**config.mk**
```make
export PLATFORM = sky130hd
export DESIGN_NAME = ssemi_cic_decimator_flat
export DESIGN_NICKNAME = d
export VERILOG_FILES = /design/src/rtl/ssemi_cic_decimator_pkg.sv /design/src/rtl/ssemi_cic_decimator_if.sv /design/src/rtl/ssemi_cic_integrator.sv /design/src/rtl/ssemi_cic_decimator.sv /design/src/flat_wrapper.sv
export SDC_FILE = /design/constraint.sdc
export NUM_CORES = 1
export LEC_CHECK = 0
export BUFFER_PORTS_ARGS = -buffer_cell sky130_fd_sc_hd__clkbuf_2
export CAP_MARGIN = 0
export CORE_MARGIN = 2
export CORE_UTILIZATION = 35
export CTS_CLUSTER_SIZE = 24
export DETAILED_ROUTE_END_ITERATION = 10
export RECOVER_POWER = 50
export SYNTH_ARGS = -nofsm -noshare
export SYNTH_HDL_FRONTEND = slang
export SYNTH_SLANG_ARGS = --single-unit
```
**constraint.sdc**
```tcl
create_clock -name i_clk -period 15.2 [get_ports i_clk]
set_clock_uncertainty 0.1 [all_clocks]
set_input_delay 0.76 -clock i_clk [delete_from_list [all_inputs] [get_ports i_clk]]
set_output_delay 0.76 -clock i_clk [all_outputs]
set_load 0.02 [all_outputs]
```
**src/rtl/ssemi_cic_decimator_pkg.sv**
```systemverilog
// Shared limits and width helper for the CIC decimator slice.
// Global limits also exposed as macros so parameter defaults can use them.
`ifndef SSEMI_DEFINES_VH
`define SSEMI_DEFINES_VH
`define SSEMI_CIC_MAX_ORDER 6
`define SSEMI_DEC_MAX 64
`endif

package ssemi_cic_decimator_pkg;
  localparam int SSEMI_CIC_MAX_ORDER = `SSEMI_CIC_MAX_ORDER;
  localparam int SSEMI_DEC_MAX       = `SSEMI_DEC_MAX;

  // Full-precision CIC width: input width plus N*log2(R*M) bits of growth.
  function automatic int cic_acc_width(int dw, int n, int m, int max_dec);
    return dw + n * $clog2(max_dec * m);
  endfunction
endpackage

```
**src/rtl/ssemi_cic_decimator_if.sv**
```systemverilog
// Sample-stream bundle between the modulator front end and the CIC decimator.
interface ssemi_cic_decimator_if #(
  parameter int DATA_WIDTH = 16,
  parameter int ACC_WIDTH  = 34
);
  logic                         i_enable;
  logic                         i_sync_reset;
  logic                         i_valid;
  logic signed [DATA_WIDTH-1:0] i_data;
  logic                         i_dec_strobe;
  logic                         o_valid;
  logic signed [ACC_WIDTH-1:0]  o_data;
  logic                         o_settled;

  modport master (
    output i_enable, i_sync_reset, i_valid, i_data, i_dec_strobe,
    input  o_valid, o_data, o_settled
  );
  modport slave (
    input  i_enable, i_sync_reset, i_valid, i_data, i_dec_strobe,
    output o_valid, o_data, o_settled
  );
endinterface

```
**src/rtl/ssemi_cic_integrator.sv**
```systemverilog
// One CIC integrator stage: wrapping accumulator with hold and sync clear.
module ssemi_cic_integrator #(
  parameter int WIDTH = 34
) (
  input  logic             clk,
  input  logic             rst_n,
  input  logic             clr,
  input  logic             en,
  input  logic [WIDTH-1:0] din,
  output logic [WIDTH-1:0] acc
);
  always_ff @(posedge clk or negedge rst_n) begin
    if (!rst_n)   acc <= '0;
    else if (clr) acc <= '0;
    else if (en)  acc <= acc + din;
  end
endmodule

```
**src/rtl/ssemi_cic_decimator.sv**
```systemverilog
// N-stage CIC decimator: integrators at input rate, comb chain once per
// decimation strobe, full-precision output one cycle after the strobe.
module ssemi_cic_decimator
  import ssemi_cic_decimator_pkg::*;
#(
  parameter int DATA_WIDTH = 16,
  parameter int CIC_ORDER  = 3,
  parameter int DIFF_DELAY = 1,
  parameter int MAX_DEC    = `SSEMI_DEC_MAX
) (
  input logic i_clk,
  input logic i_rst_n,
  ssemi_cic_decimator_if.slave bus
);
  localparam int ACC_WIDTH = cic_acc_width(DATA_WIDTH, CIC_ORDER, DIFF_DELAY, MAX_DEC);
  localparam int SETTLE_N  = CIC_ORDER * DIFF_DELAY + 1;
  localparam int CW        = $clog2(SETTLE_N + 1);

  if (CIC_ORDER < 1 || CIC_ORDER > SSEMI_CIC_MAX_ORDER) begin : g_bad_order
    $error("ssemi_cic_decimator: CIC_ORDER %0d out of range", CIC_ORDER);
  end
  if (DIFF_DELAY < 1 || DIFF_DELAY > 2) begin : g_bad_delay
    $error("ssemi_cic_decimator: DIFF_DELAY %0d out of range", DIFF_DELAY);
  end

  logic                                         clr;
  logic [CIC_ORDER-1:0][ACC_WIDTH-1:0]          integ, integ_in;
  logic [ACC_WIDTH-1:0]                         cap;
  logic [CIC_ORDER-1:0][DIFF_DELAY-1:0][ACC_WIDTH-1:0] dly;
  logic [CIC_ORDER:0][ACC_WIDTH-1:0]            comb;
  logic [1:0]                                   vld_pipe;
  logic [ACC_WIDTH-1:0]                         data_q;
  logic [CW-1:0]                                settle_cnt;
  logic                                         settled;

  assign clr = ~bus.i_enable | bus.i_sync_reset;

  always_comb begin
    integ_in    = '0;
    integ_in[0] = ACC_WIDTH'(bus.i_data);
    for (int k = 1; k < CIC_ORDER; k++) integ_in[k] = integ[k-1];
  end

  for (genvar g = 0; g < CIC_ORDER; g++) begin : g_int
    ssemi_cic_integrator #(.WIDTH(ACC_WIDTH)) u_int (
      .clk   (i_clk),
      .rst_n (i_rst_n),
      .clr   (clr),
      .en    (bus.i_valid),
      .din   (integ_in[g]),
      .acc   (integ[g])
    );
  end

  // Comb chain evaluates the sample captured on the previous strobe edge.
  always_comb begin
    comb    = '0;
    comb[0] = cap;
    for (int k = 0; k < CIC_ORDER; k++) comb[k+1] = comb[k] - dly[k][DIFF_DELAY-1];
  end

  always_ff @(posedge i_clk or negedge i_rst_n) begin
    if (!i_rst_n) begin
      vld_pipe   <= '0;
      cap        <= '0;
      dly        <= '0;
      data_q     <= '0;
      settle_cnt <= '0;
      settled    <= 1'b0;
    end else if (clr) begin
      vld_pipe   <= '0;
      cap        <= '0;
      dly        <= '0;
      data_q     <= '0;
      settle_cnt <= '0;
      settled    <= 1'b0;
    end else begin
      vld_pipe <= {vld_pipe[0], bus.i_dec_strobe};
      if (bus.i_dec_strobe) cap <= integ[CIC_ORDER-1];
      if (vld_pipe[0]) begin
        data_q <= comb[CIC_ORDER];
        for (int k = 0; k < CIC_ORDER; k++) begin
          dly[k][0] <= comb[k];
          for (int j = 1; j < DIFF_DELAY; j++) dly[k][j] <= dly[k][j-1];
        end
        if (settle_cnt != CW'(SETTLE_N)) settle_cnt <= settle_cnt + 1'b1;
        if (settle_cnt >= CW'(SETTLE_N - 1)) settled <= 1'b1;
      end
    end
  end

  assign bus.o_valid   = vld_pipe[1];
  assign bus.o_data    = data_q;
  assign bus.o_settled = settled;
endmodule
```
**src/flat_wrapper.sv**
```systemverilog
// flat-port wrapper written by rule: the top's interface ports become plain ports
module ssemi_cic_decimator_flat import ssemi_cic_decimator_pkg::*;
#(
  parameter int DATA_WIDTH = 16,
  parameter int CIC_ORDER  = 3,
  parameter int DIFF_DELAY = 1,
  parameter int MAX_DEC    = `SSEMI_DEC_MAX
)
  (i_clk, i_rst_n, bus_i_enable, bus_i_sync_reset, bus_i_valid, bus_i_data, bus_i_dec_strobe, bus_o_valid, bus_o_data, bus_o_settled);
  ssemi_cic_decimator_if #(.DATA_WIDTH(DATA_WIDTH)) bus_i ();
  input logic i_clk;
  input logic i_rst_n;
  input wire logic [$bits(bus_i.i_enable)-1:0] bus_i_enable;
  input wire logic [$bits(bus_i.i_sync_reset)-1:0] bus_i_sync_reset;
  input wire logic [$bits(bus_i.i_valid)-1:0] bus_i_valid;
  input wire logic [$bits(bus_i.i_data)-1:0] bus_i_data;
  input wire logic [$bits(bus_i.i_dec_strobe)-1:0] bus_i_dec_strobe;
  output wire logic [$bits(bus_i.o_valid)-1:0] bus_o_valid;
  output wire logic [$bits(bus_i.o_data)-1:0] bus_o_data;
  output wire logic [$bits(bus_i.o_settled)-1:0] bus_o_settled;
  assign bus_i.i_enable = bus_i_enable;
  assign bus_i.i_sync_reset = bus_i_sync_reset;
  assign bus_i.i_valid = bus_i_valid;
  assign bus_i.i_data = bus_i_data;
  assign bus_i.i_dec_strobe = bus_i_dec_strobe;
  assign bus_o_valid = bus_i.o_valid;
  assign bus_o_data = bus_i.o_data;
  assign bus_o_settled = bus_i.o_settled;
  ssemi_cic_decimator #(.DATA_WIDTH(DATA_WIDTH), .CIC_ORDER(CIC_ORDER), .DIFF_DELAY(DIFF_DELAY), .MAX_DEC(MAX_DEC)) u_core (.i_clk(i_clk), .i_rst_n(i_rst_n), .bus(bus_i));
endmodule
```
==> impl_metrics.ini <==
[timing]
fin_ws_ns = 8.23
finalSetupViolCount = 0
slew_headroom = -2.96
clock.fmax_ghz = 0.143
holdWs_ns = 0.410
tns_ns = 0
slew_viol_final = 217
finalHoldViolations = 0
worstMarginPinSlew_ns = 5.95
min_period_ns = 6.97
fin_crit_sh = 0.459
rsz0062_at_grt = false

[drt]
detail-route-antenna-nets = 0
route.vias.total = 15900
wl_per_cell_um = 14.1
drt_iter0_drc = 726
wl_mm = 44.3
viasPerCell = 5.06
drc = 0
dr.pass1.iters = 5

[place]
pre_cts_slack_ns = 8.39
gp_congestion = 0.867
dp_hpwl_mm = 32.2
io_buffers = 57
place_inst = 3073

[synth]
synth_compound_area_frac = 0.188
synthSimpleGateAreaFrac = 0.137
synth_flop_cell = dfrtp_1
syn_nets = 2539
ys_ff_latch = 278
synth_xor_area_frac = 0.0748
netlist_area_sq_mm = 0.0208
synthCells = 2310
synthAdderAreaFrac = 0.127
synth_area_per_cell_sq_um = 9.00
ys_types = 79
yosysWarnings = 0
yosysSeqAreaShare = 0.335
synth.area.mux_share = 0.0978
synth_edf_count = 0
synth_top_family_by_area = compound AO/OA/AOI/OAI gates
async_flop_share = 1.00

[clock_tree]
clk_latency_ns = 0.53
cts_buffers = 35
cts_root_buf = clkbuf_16
hold_buffers = 0
clockBufferDepth = 3
cts_tree = built
h-tree-depth = 2
cts_resized = 0
path_clk_slew_ns = 0.06
cts_setup_buffers = 0
cts_sinks = 278

[layout]
layout-area-overhead-vs-synth_pct = 10.5
drive_gt1_frac = 0.0457
final_cells = 3136
final_nets = 2566
n_antenna_cell = 0
multi_input_area_sq_mm = 0.0130
nFillCells = 5756
regArea_sq_mm = 0.00696

[die]
placementRows = 89
die-area_sq_mm = 0.0614
die_h_um = 248
fp.dieW_um = 248
coreArea_sq_mm = 0.0589
start_util = 0.353
ios = 58

[worst_setup_path]
cp_slowest_stage_delay_ns = 0.46
required_ns = 15.46
crit_arrival_ns = 7.24
worstSetupPathType = reg -> reg
cp_max_fo = 6
crit_path_top_delay_cell = a221oi_1
endpoint_kind = register
cpMostUsedCell = a21oi_1
worstSetupStartpointType = register

[status]
status = complete, but fails checks
violations = max-capacitance violations, max-slew violations

[worst_hold_path]
min_path_type = reg -> reg

[global_routing]
antenna_found_initial = 0
grt_usage = 0.146
grt_pass1_wl_mm = 76.1
first_global_vias = 15900
grt_overflow = 0
grt_start_max_net_pins = 172

[power]
p_leak_nw = 11.0
ir_drop_uv = 63.2
p_per_area_mw_per_mm2 = 92.2

[run]
maxCapViolations = 4
## cells by family after synthesis
| family | Yosys count |
|---|---|
| AO/OA/AOI/OAI | 578 |
| XOR/XNOR | 176 |
| multiplexers | 203 |
| adder cells (fa/ha/maj) | 207 |
| buffers and inverters | 229 |
| AND/OR/NAND/NOR | 639 |
| flip-flops | 278 |
## synth_stat cells, types with 5 or more instances
cell type  instances  area [sq um]
nand2b_1          26           163
o22ai_1            5          31.3
nor2_1           351          1320
a211oi_1          32           240
and3_1            20           125
mux2i_1          201          2010
nor3_1            19          95.1
dfrtp_1          278          6960
o21a_1            25           188
nand2_1           99           372
xor2_1            52           455
a21oi_1          187           936
o31ai_1           10          75.1
and2_1            12          75.1
o21ai_0           66           330
clkbuf_1          58           218
nand4_1           23           144
a31oi_1           17           106
o31a_1             6          52.6
o211ai_1          10          75.1
o21bai_1          34           255
buf_1             17          63.8
nor2b_1           23           144
o21ai_1            6          30.0
a21o_1            98           736
or3_1              6          37.5
inv_1            151           567
nor3b_1            6          45.0
ha_1             201          2510
a211o_1           15           131
xnor2_1          123          1080
fa_1               6           120
nand3_1           35           175
## worst max-delay path: cells and delay by family, from the launching register on
family	cells	cell delay [ns]
adder cells (fa/ha/maj)	4	1.32
buffers and inverters	2	0.13
AND/OR/NAND/NOR	5	0.54
AO/OA/AOI/OAI	17	3.82
flip-flops	1	0.40
XOR/XNOR	3	0.51
## layout by cell type, fill, tap and decap left out, types with 12 or more instances in the layout
cell and instances:
nor2_1 351, dfrtp_1 278, mux2i_1 201, ha_1 201
a21oi_1 187, inv_1 150, xnor2_1 123, nand2_1 99
a21o_1 98, o21ai_0 66, xor2_1 52, clkbuf_1 44
clkbuf_16 36, nand3_1 35, o21bai_1 34, a211oi_1 32
o21a_1 25, nand2b_1 25, nand4_1 23, nor2b_1 22
and3_1 20, nor3_1 19, clkbuf_2 18, a31oi_1 17
a211o_1 15, and2_1 12
## per-layer routing
metal	part of all wire	wire length (um)	GRT usage
met1	0.49	21700	0.192
met2	0.46	20200	0.250
met3	0.028	1250	0.0176
met4	0.026	1150	0.0439
met5	0	0	0
## through the flow
stage / utilization / instance area [sq um] / power [W]
floorplan: - / 20800 / 0.00118
global placement: 0.371 / 21900 / 0.00128
detailed placement: 0.371 / 21900 / 0.00129
CTS: 0.391 / 23000 / 0.00215
global route: 0.390 / 23000 / 0.00224
finish: 0.390 / 23000 / 0.00212
## power by group
group	switching (W)	leakage [nW]	internal, W
clock network	0.000328	0.571	0.000509
logic	0.000298	6.59	0.000221
registers	0.0000108	3.87	0.000751
total	0.000637	11.0	0.00148
## layout make-up
class | instances | area share
tap | 773 | 0.0421
inverter | 152 | 0.0248
clock buffer | 49 | 0.0448
sequential | 278 | 0.303
multi-input combinational | 1803 | 0.565
timing repair buffer | 67 | 0.0141
clock inverter | 14 | 0.00648
## state kept, by name (all words and copies together) (netlist names)
name and count:
u_core.dly 102, u_core.g_int.u_int.acc 102, u_core.bus.o_data 34, u_core.cap 34
u_core.settle_cnt 3, u_core.vld_pipe 2, u_core.bus.o_settled 1
## final timing paths
check / startpoint / endpoint / slack, ns / cells after the start
min reg2reg: u_core.bus.o_settled / u_core.bus.o_settled / 0.41 / 2
max: u_core.cap[0] / u_core.bus.o_data[32] / 8.23 / 31
min in group asynchronous: i_rst_n / u_core.bus.o_data[1] / 2.34 / 1
max reg2reg: u_core.cap[0] / u_core.bus.o_data[32] / 8.23 / 31
max in group asynchronous: i_rst_n / u_core.dly[91] / 9.34 / 1
min: u_core.bus.o_settled / u_core.bus.o_settled / 0.41 / 2
(Power assumes the default switching activity.)
